==> config.mk <==
export PLATFORM = sky130hd
export DESIGN_NAME = fetch_pq
export DESIGN_NICKNAME = d
export VERILOG_FILES = /design/src/rtl/fetch_pkg.sv /design/src/rtl/fetch_fifo.sv /design/src/rtl/fetch_pq.sv
export SDC_FILE = /design/constraint.sdc
export NUM_CORES = 1
export LEC_CHECK = 0
export ABC_CLOCK_PERIOD_IN_PS = 5800
export CAP_MARGIN = 0
export CORE_MARGIN = 2
export CORE_UTILIZATION = 54
export DETAILED_ROUTE_END_ITERATION = 8
export PLACE_DENSITY_LB_ADDON = 0.25
export SLEW_MARGIN = 20
export SYNTH_ARGS = -nofsm -noshare
export SYNTH_HDL_FRONTEND = slang
export SYNTH_HIERARCHICAL = 1
export SYNTH_SLANG_ARGS = --single-unit
==> constraint.sdc <==
create_clock -name clk -period 5.8 [get_ports clk]
set_input_delay 0.58 -clock clk [delete_from_list [all_inputs] [get_ports clk]]
set_output_delay 0.58 -clock clk [all_outputs]
set_load 0.005 [all_outputs]
==> src/rtl/fetch_pkg.sv <==
// Shared definitions for the instruction-fetch front end: redirect opcodes,
// fetch FSM state encoding and the PCoffset9 sign-extension helper.
package fetch_pkg;

  localparam logic [3:0] OP_BR  = 4'b0000;
  localparam logic [3:0] OP_JMP = 4'b1100;

  typedef enum logic [1:0] {
    ST_IDLE  = 2'd0,
    ST_RUN   = 2'd1,
    ST_FLUSH = 2'd2
  } fetch_state_t;

  // Sign-extend a 9-bit PC offset; callers truncate to their address width.
  function automatic logic signed [31:0] sext9(input logic [8:0] off);
    return {{23{off[8]}}, off};
  endfunction

endpackage

==> src/rtl/fetch_fifo.sv <==
// Instruction queue: power-of-two circular buffer with registered storage.
// The head word reads as zero while the queue is empty; clear drops all
// entries and takes priority over push and pop in the same cycle.
module fetch_fifo
  import fetch_pkg::*;
#(
  parameter int WIDTH = 32,
  parameter int DEPTH = 4
) (
  input  logic                     clk,
  input  logic                     rst,
  input  logic                     push,
  input  logic                     pop,
  input  logic                     clear,
  input  logic [WIDTH-1:0]         wdata,
  output logic [WIDTH-1:0]         rdata,
  output logic                     full,
  output logic                     empty,
  output logic [$clog2(DEPTH):0]   count
);

  localparam int AW = $clog2(DEPTH);
  localparam int CW = AW + 1;

  logic [WIDTH-1:0] mem [DEPTH];
  logic [AW-1:0]    wr_ptr;
  logic [AW-1:0]    rd_ptr;
  logic             do_push;
  logic             do_pop;

  assign full    = (count == CW'(DEPTH));
  assign empty   = (count == '0);
  assign do_pop  = pop && !empty;
  assign do_push = push && (!full || do_pop);
  assign rdata   = empty ? '0 : mem[rd_ptr];

  // Pointer and occupancy bookkeeping; clear empties the queue at once.
  always_ff @(posedge clk or posedge rst) begin
    if (rst) begin
      wr_ptr <= '0;
      rd_ptr <= '0;
      count  <= '0;
    end else if (clear) begin
      wr_ptr <= '0;
      rd_ptr <= '0;
      count  <= '0;
    end else begin
      if (do_push) wr_ptr <= wr_ptr + AW'(1);
      if (do_pop)  rd_ptr <= rd_ptr + AW'(1);
      case ({do_push, do_pop})
        2'b10:   count <= count + CW'(1);
        2'b01:   count <= count - CW'(1);
        default: count <= count;
      endcase
    end
  end

  // Storage array; data words carry no reset, validity comes from count.
  always_ff @(posedge clk) begin
    if (do_push && !clear) mem[wr_ptr] <= wdata;
  end

endmodule

==> src/rtl/fetch_pq.sv <==
// LC-3 style fetch unit with a prefetch queue. Issues in-order reads under a
// credit limit (queue occupancy + outstanding reads <= DEPTH), tags each
// response with its address and handles BR/JMP redirects by clearing the
// queue and discarding whatever reads are still in flight.
// Optional build macro FETCH_PERF_EN adds a saturating taken-redirect counter
// on output perf_flush_cnt.
module fetch_pq
  import fetch_pkg::*;
#(
  parameter int                ADDR_W   = 16,
  parameter int                DEPTH    = 4,
  parameter logic [ADDR_W-1:0] PC_RESET = 16'h0000
) (
  input  logic              clk,
  input  logic              rst,
  input  logic              fetch_start,
  output logic              mem_req,
  output logic [ADDR_W-1:0] mem_addr,
  input  logic              mem_gnt,
  input  logic              mem_rvalid,
  input  logic [15:0]       mem_rdata,
  output logic              mem_wea,
  output logic              ir_valid,
  output logic [15:0]       ir_data,
  output logic [ADDR_W-1:0] ir_pc,
  input  logic              ir_ready,
  input  logic              redir_valid,
  input  logic [3:0]        redir_op,
  input  logic [ADDR_W-1:0] redir_pc,
  input  logic [8:0]        offset_in,
  input  logic [ADDR_W-1:0] reg_in,
  input  logic [2:0]        br_nzp,
  input  logic [2:0]        result_nzp,
  output logic [ADDR_W-1:0] pc
`ifdef FETCH_PERF_EN
  ,
  output logic [15:0]       perf_flush_cnt
`endif
);

  localparam int CW = $clog2(DEPTH) + 1;
  localparam int QW = 16 + ADDR_W;

  fetch_state_t      state;
  fetch_state_t      state_nxt;
  logic [CW-1:0]     inflight;
  logic [CW-1:0]     inflight_nxt;
  logic [CW-1:0]     q_count;
  logic              q_full;
  logic              q_empty;
  logic [QW-1:0]     q_rdata;
  logic              redir_vld_p1;
  logic              credit_ok;
  logic              fire;
  logic              rsp;
  logic              push;
  logic              pop;
  logic              is_br;
  logic              taken;
  logic [ADDR_W-1:0] target;
  logic [ADDR_W-1:0] rsp_addr;

  // Redirect decode: BR is conditional on the nzp match, JMP always taken.
  assign is_br  = (redir_op == OP_BR);
  assign taken  = redir_valid &&
                  ((is_br && (|(br_nzp & result_nzp))) || (redir_op == OP_JMP));
  assign target = is_br ? (redir_pc + ADDR_W'(1) + ADDR_W'(sext9(offset_in)))
                        : reg_in;

  // A response with nothing outstanding is stale (e.g. from before a reset).
  assign fire         = mem_req && mem_gnt;
  assign rsp          = mem_rvalid && (inflight != '0);
  assign inflight_nxt = inflight + CW'(fire) - CW'(rsp);

  // Outside FLUSH the in-flight reads are the consecutive addresses just
  // below pc, so the oldest one sits at pc - inflight.
  assign rsp_addr  = pc - ADDR_W'(inflight);
  assign push      = rsp && (state != ST_FLUSH) && !taken;
  assign pop       = ir_valid && ir_ready;
  assign credit_ok = ({1'b0, q_count} + {1'b0, inflight}) < (CW + 1)'(DEPTH);

  assign mem_addr = pc;
  assign mem_wea  = 1'b0;
  assign ir_valid = !q_empty;
  assign ir_data  = q_rdata[QW-1:ADDR_W];
  assign ir_pc    = q_rdata[ADDR_W-1:0];

  fetch_fifo #(
    .WIDTH (QW),
    .DEPTH (DEPTH)
  ) u_queue (
    .clk   (clk),
    .rst   (rst),
    .push  (push),
    .pop   (pop),
    .clear (taken),
    .wdata ({mem_rdata, rsp_addr}),
    .rdata (q_rdata),
    .full  (q_full),
    .empty (q_empty),
    .count (q_count)
  );

  // FSM state register.
  always_ff @(posedge clk or posedge rst) begin
    if (rst) state <= ST_IDLE;
    else     state <= state_nxt;
  end

  // FSM next state; a taken redirect overrides the normal transitions.
  always_comb begin
    state_nxt = state;
    case (state)
      ST_IDLE:  if (fetch_start) state_nxt = ST_RUN;
      ST_RUN:   if (!fetch_start && (inflight_nxt == '0)) state_nxt = ST_IDLE;
      ST_FLUSH: if (inflight_nxt == '0) state_nxt = fetch_start ? ST_RUN : ST_IDLE;
      default:  state_nxt = ST_IDLE;
    endcase
    if (taken) state_nxt = (inflight_nxt != '0) ? ST_FLUSH : ST_RUN;
  end

  // FSM outputs: request only in RUN, with credit, and not right after a redirect.
  always_comb begin
    mem_req = 1'b0;
    if ((state == ST_RUN) && fetch_start && !redir_vld_p1 && !q_full && credit_ok)
      mem_req = 1'b1;
  end

  // Fetch PC, in-flight read count and the one-cycle post-redirect request hold.
  always_ff @(posedge clk or posedge rst) begin
    if (rst) begin
      pc           <= PC_RESET;
      inflight     <= '0;
      redir_vld_p1 <= 1'b0;
    end else begin
      inflight     <= inflight_nxt;
      redir_vld_p1 <= taken;
      if (taken)     pc <= target;
      else if (fire) pc <= pc + ADDR_W'(1);
    end
  end

`ifdef FETCH_PERF_EN
  function automatic logic [15:0] sat_inc16(input logic [15:0] v);
    return (v == 16'hFFFF) ? v : v + 16'd1;
  endfunction

  // Taken-redirect counter, sticking at all-ones.
  always_ff @(posedge clk or posedge rst) begin
    if (rst)        perf_flush_cnt <= '0;
    else if (taken) perf_flush_cnt <= sat_inc16(perf_flush_cnt);
  end
`endif

endmodule

==> qor.yml, run 1 <==
clockPowerShare_pct: 23.8
synth_cells: 613
ios: 141
reg2reg_slack_ns: 2.37
gp_congestion: 0.9592
core_sq_um: 15030
pwr_density_cell_nw_per_um2: 498.8
wirelength_um: 17380
internal_power_uw: 3542
max_cap_viol_count: 0
wl_per_cell_um: 18.63
grt_max_degree: 44
maxSlewViolCount: 0
status: "completed"
grt_first_pass_wirelength_um: 27920
portBuffers: 139
drtIter0Drc: 330
dieArea_sq_um: 16170
synth.area.top_cells: "edfxtp_1 47%, dfrtp_1 8.9%, mux4_2 8.8%"
start_util_pct: 54.50
end_kind: "register"
crit_family: "buffers and inverters"
period_minus_slack_ns: 3.665
clock_latency_ns: 0.42
tns_ns: 0
worstSetupStartpointType: "input port"
dp_hpwl_um: 11420
ys_warn_count: 6
hp-class: "input port to async pin"
hold_viol_final: 0
criticalPathCategory: "input port to register"
relSlewSlack_pct: 43.95
crit_top_cell: "buf_4"
fin_hold_ws_ns: 0.4474
power.total_uw: 5136
cp.depth: 13
worstPathCellList: "clkdlybuf4s50_1 -> a22o_1 -> o311ai_4 -> buf_4 -> inv_1 -> buf_4 -> nor3b_1 -> buf_4 -> nand2b_1 -> nor2_1 -> fa_1 -> or4_1 -> a31oi_1"
cp_data_required_time_ns: 6.12
antenna_found_initial: 0
postSynthAreaPerCell_sq_um: 13.37
cts_tree: "built"
hold_buffers: 0
synth_edf_count: 128
pwr-share-comb_pct: 38.6
synth_top_area_cell: "edfxtp_1"
firstDrtPassIters: 5
setup_slack_ns: 2.135
via_per_inst: 5.846
path_buf_inv: 5
tightestPinTransition_ns: 0.8398
p_switching_uw: 1594
finalCritPeriodShare_pct: 63.18
crit_slowest_cell: "or4_1"
fmax_mhz: 272.9
yosysTopAreaCellShare_pct: 46.92
worst_clock_skew_ns: 0.009592
seq_area_frac_synth_pct: 55.77
p_leak_uw: 0.003715
drive_above_1_share_pct: 12.89
final_cell_mix: "139 x clkdlybuf4s50_1, 128 x edfxtp_1, 38 x nor2_1"
rows: 45
irDropWorstVdd_uv: 285.3
vias: 5454
nFillCells: 1038
slowest_delay_ns: 0.57
ant_nets: 0
crit_fanout: 43
synth-main-ff-cell: "edfxtp_1"
ys_ff_latch: 157
ys_types: 71
timing.rr.start: "u_queue/count[1]"
timing.rr.end: "state[0]"
layout-area-overhead-vs-synth_pct: 25.66
p_sw_share_pct: 31.03
synthArstFlopShare_pct: 18.47
rsz0062_at_grt: "no"
setup_violations: 0
cts_root_buffer: "clkbuf_16"
cts_sinks: 157
synth_area_sq_um: 8193
arrival_ns: 3.99
endpoint: "u_queue/count[2]"
path_clk_slew_ns: 0.06
grt_pass1_vias: 5521
synth_nets: 718
final_common_cell: "clkdlybuf4s50_1"
grt-ovfl-total: 0
fin_nets: 837
dpl_worst_slack_ns: 1.771
n_antenna_cell: 0
reg2regPathDepth: 14
cts_resized: 0
clockBufferDepth: 2
grt_use_total_pct: 22.17
fp.dieH_um: 127.2
postCtsSetupBuffers: 0
drc_errors: 0
cts_made_buffers: 17
p_seq_share_pct: 37.6
die_w_um: 127.2
crit_start: "br_nzp[1]"
cts_max_level: 4
==> logic make-up (layout without fill, tap and decap cells) <==
kind of cell	after synthesis	after routing	synth area share, %
other	1	1	0.04577
AOI/OAI and AO/OA	87	87	7.484
DFF	157	157	55.77
adders and majority gates	31	31	5.101
muxes	35	35	9.224
xor gates and xnor gates	39	39	4.169
and+or+nand+nor	188	188	13.47
buffers and inverters	75	207	4.734
==> metal layers <==
metal,global-route usage [%],share of wire (%)
met1,28.09,42
met2,38.46,51
met3,5.318,6.7
met4,6.270,1.1
met5,0,0
==> power by group through the flow <==
stage	Sequential, uW	Clock [uW]	Combinational, uW
final	1930	1220	1980
after global routing	1980	1280	2170
after CTS	1940	1240	2000
after detailed placement	1950	0	1970
after global placement	1920	0	1920
after floorplan	1770	0	1330
==> flip-flops by register name, summed over array words and instances (netlist names) <==
| signal | count |
|---|---|
| inflight | 3 |
| mem_addr | 16 |
| state | 2 |
| u_queue/count | 3 |
| u_queue/wr_ptr | 2 |
| redir_vld_p1 | 1 |
| u_queue/mem | 128 |
| u_queue/rd_ptr | 2 |
==> worst min path at each step <==
stage	depth (start not counted)	start	to	slack, ns
2_1_floorplan	1	rst	u_queue/count[0]	0.38
3_3_place_gp	1	state[1]	state[0]	0.53
3_5_place_dp	2	u_queue/rd_ptr[1]	u_queue/rd_ptr[1]	0.54
4_1_cts	2	rst	u_queue/wr_ptr[0]	0.44
5_1_grt	2	rst	u_queue/count[0]	0.46
6_report	2	rst	u_queue/count[2]	0.45
==> cells in the mapped netlist (all sizes together), types with 3 or more instances <==
| cell | n |
|---|---|
| clkbuf | 15 |
| o2111ai | 3 |
| nand2b | 8 |
| nor2 | 39 |
| xnor2 | 16 |
| a211oi | 5 |
| and3 | 4 |
| nand3 | 17 |
| xor2 | 23 |
| ha | 27 |
| inv | 26 |
| nor4 | 11 |
| nor3 | 14 |
| fa | 4 |
| a21o | 5 |
| nor3b | 6 |
| nand2 | 26 |
| edfxtp | 128 |
| or3 | 9 |
| dfrtp | 29 |
| or4 | 6 |
| a21oi | 21 |
| mux4 | 32 |
| buf | 34 |
| nor2b | 35 |
| o21ai | 18 |
| and4 | 4 |
| o21a | 3 |
| o31ai | 4 |
| a31oi | 6 |
| nand4 | 4 |
==> metrics by stage <==
stage / cells / util [%] / area [sq um]
3_3_place_gp: 901 / 64.11 / 9638
4_1_cts: 933 / 68.48 / 10290
6_report: 933 / 68.48 / 10290
5_1_grt: 933 / 68.48 / 10290
2_1_floorplan: 613 / - / 8193
3_5_place_dp: 901 / 64.13 / 9641
==> final cells by class <==
class	instances	area, sq um	area share [%]
timing repair buffer	149	1466	14.24
clock buffer	20	436.7	4.242
tap	188	235.2	2.285
inverter	26	97.59	0.9480
clock inverter	12	217.7	2.115
multi-input combinational	381	3268	31.75
sequential	157	4573	44.42
Power figures use the tool's default switching activity.
==> run 2: changes to the inputs <==
ABC_CLOCK_PERIOD_IN_PS = 3200   (was 5800)
CORE_UTILIZATION = 48   (was 54)
clock period = 3.2 ns   (was 5.8 ns; I/O delays follow)
==> run 2 against run 1 <==
Cell count is 5.0% higher. First-iteration DRC count up 7.3%. Clock skew decreased by 0.0033 ns. Die area up 12%. Clock-buffer cell count fell by 3. Worst setup slack worse by 2.0 ns. Wire length about the same. Utilization fell by 5.5 points. Total power is 81% higher. Worst hold slack worse by 0.25 ns. Sequential cell count unchanged. Largest power group unchanged. Highest routed layer unchanged.
==> qor.yml, run 2 (synthesis results as in run 1) <==
die_w_um: 134.6  # +5.9%
grt_first_pass_wirelength_um: 27740  # -0.67%
hold_viol_final: 0  # unchanged
timing.rr.start: "u_queue/count[2]"
cts_tree: "built"
drtIter0Drc: 354  # +7.3%
crit_start: "u_queue/count[2]"
period_minus_slack_ns: 3.096
firstDrtPassIters: 4  # -1
maxSlewViolCount: 0  # unchanged
final_common_cell: "clkdlybuf4s50_1"
clockPowerShare_pct: 20.4  # -3.4 points
arrival_ns: 3.37  # -0.62 ns
grt_use_total_pct: 19.44  # -2.7 points
final_cell_mix: "139 x clkdlybuf4s50_1, 128 x edfxtp_1, 38 x nor2_1"
portBuffers: 139  # unchanged
cts_root_buffer: "clkbuf_16"
cts_max_level: 4  # unchanged
cp_data_required_time_ns: 3.47  # -2.65 ns
reg2regPathDepth: 14  # unchanged
criticalPathCategory: "register to register"
drc_errors: 0  # unchanged
cts_sinks: 157  # unchanged
setup_violations: 0  # unchanged
grt_max_degree: 43  # -2.3%
gp_congestion: 0.9484  # -1.1%
crit_fanout: 3  # -93%
detailed_place.area_sq_um: 9837  # +2.0%
pwr-share-comb_pct: 43.8  # +5.2 points
dp_hpwl_um: 11930  # +4.4%
layout-area-overhead-vs-synth_pct: 27.93
p_leak_uw: 0.003767  # +1.4%
nFillCells: 1193  # +15%
wl_per_cell_um: 17.72  # -4.9%
path_clk_slew_ns: 0.06  # about the same
dieArea_sq_um: 18130  # +12%
setup_slack_ns: 0.1043  # -2.031 ns
vias: 5376  # -1.4%
finalCritPeriodShare_pct: 96.74
fmax_mhz: 323.0
fp.dieH_um: 134.6  # +5.9%
p_sw_share_pct: 32.80  # +1.8 points
antenna_found_initial: 0  # unchanged
p_switching_uw: 3043  # +91%
top_register: "u_queue/mem"
start_util_pct: 49.23  # -5.3 points
design_area_sq_um: 10480  # +1.8%
relSlewSlack_pct: 43.22  # -0.73 points
power.total_uw: 9278  # +81%
irDropWorstVdd_uv: 478.1  # +68%
via_per_inst: 5.486  # -6.2%
drive_above_1_share_pct: 16.45  # +3.6 points
ant_nets: 0  # unchanged
max_cap_viol_count: 0  # unchanged
pwr_density_cell_nw_per_um2: 885.2  # +77%
rows: 47  # +4.4%
grt-ovfl-total: 0  # unchanged
grt_pass1_vias: 5519  # -0.036%
dpl_worst_slack_ns: 0.02315  # -1.748 ns
worst_clock_skew_ns: 0.006253  # -0.003339 ns
n_antenna_cell: 0  # unchanged
core_sq_um: 16640  # +11%
ios: 141  # unchanged
end_kind: "register"
wirelength_um: 17370  # about the same
tightestPinTransition_ns: 0.8507  # +0.01092 ns
clock_latency_ns: 0.41  # about the same
hp-class: "input port to async pin"
largest_reg_flops: 128  # unchanged
p_seq_share_pct: 35.8  # -1.8 points
fin_nets: 852  # +1.8%
internal_power_uw: 6235  # +76%
cts_made_buffers: 17  # unchanged
status: "completed"
clockBufferDepth: 2  # unchanged
worstSetupStartpointType: "register"
==> run 2: timing repair <==
action                                  CTS  global route
resized for setup                         0            11
endpoints found under the setup margin    0             2
setup buffers                             0             2
hold buffers                              0             0
==> run 2: power by group through the flow <==
stage / combinational [uW] / sequential [uW] / clock, uW
3_5_place_dp: 3960 / 3340 / 0
2_1_floorplan: 2470 / 3190 / 0
4_1_cts: 3980 / 3310 / 1930
3_3_place_gp: 3880 / 3300 / 0
5_1_grt: 4440 / 3380 / 2010
6_report: 4060 / 3320 / 1900
==> run 2: critical path, cell delays in order, from the launching register on <==
cell	delay, ns
dfrtp_1	0.41
or3b_4	0.40
inv_1	0.07
and4bb_2	0.26
nand4_4	0.09
ha_4	0.21
inv_1	0.05
ha_1	0.13
inv_1	0.05
fa_2	0.37
xnor2_2	0.16
xnor2_2	0.15
or3_4	0.41
a21oi_2	0.12
o32ai_1	0.09
==> run 2: through the flow <==
stage	util, %	instances	setup TNS [ns]	hold WS (ns)
2_1_floorplan	-	613	0	0.1234
6_report	62.98	980	0	0.2017
5_1_grt	62.98	980	-0.04298	0.2040
3_5_place_dp	59.11	946	0	0.5383
4_1_cts	62.49	978	0	0.1788
3_3_place_gp	59.11	946	0	0.5280
==> run 2: layer usage <==
layer,global-route usage (%),share of wire (%)
met5,0,0
met2,33.16,50
met1,25.16,44
met4,5.965,1.5
met3,3.941,4.7
==> run 2: cell type report <==
class                      instances  area [sq um]  area share (%)
tap                              220         275.3           2.626
multi-input combinational        381          3369           32.15
timing repair buffer             164          1604           15.30
clock inverter                    15         137.6           1.313
inverter                          26         97.59          0.9311
sequential                       157          4572           43.62
clock buffer                      17         425.4           4.059
==> run 2: path summary, 6_finish.rpt <==
| check | end | slack, ns |
|---|---|---|
| max | state[0] | 0.10 |
| min | u_queue/count[2] | 0.20 |
| max reg2reg | state[0] | 0.10 |
| min reg2reg | u_queue/rd_ptr[1] | 0.55 |
| max in group asynchronous | inflight[2] | 2.19 |
| min in group clk | mem_addr[3] | 0.48 |
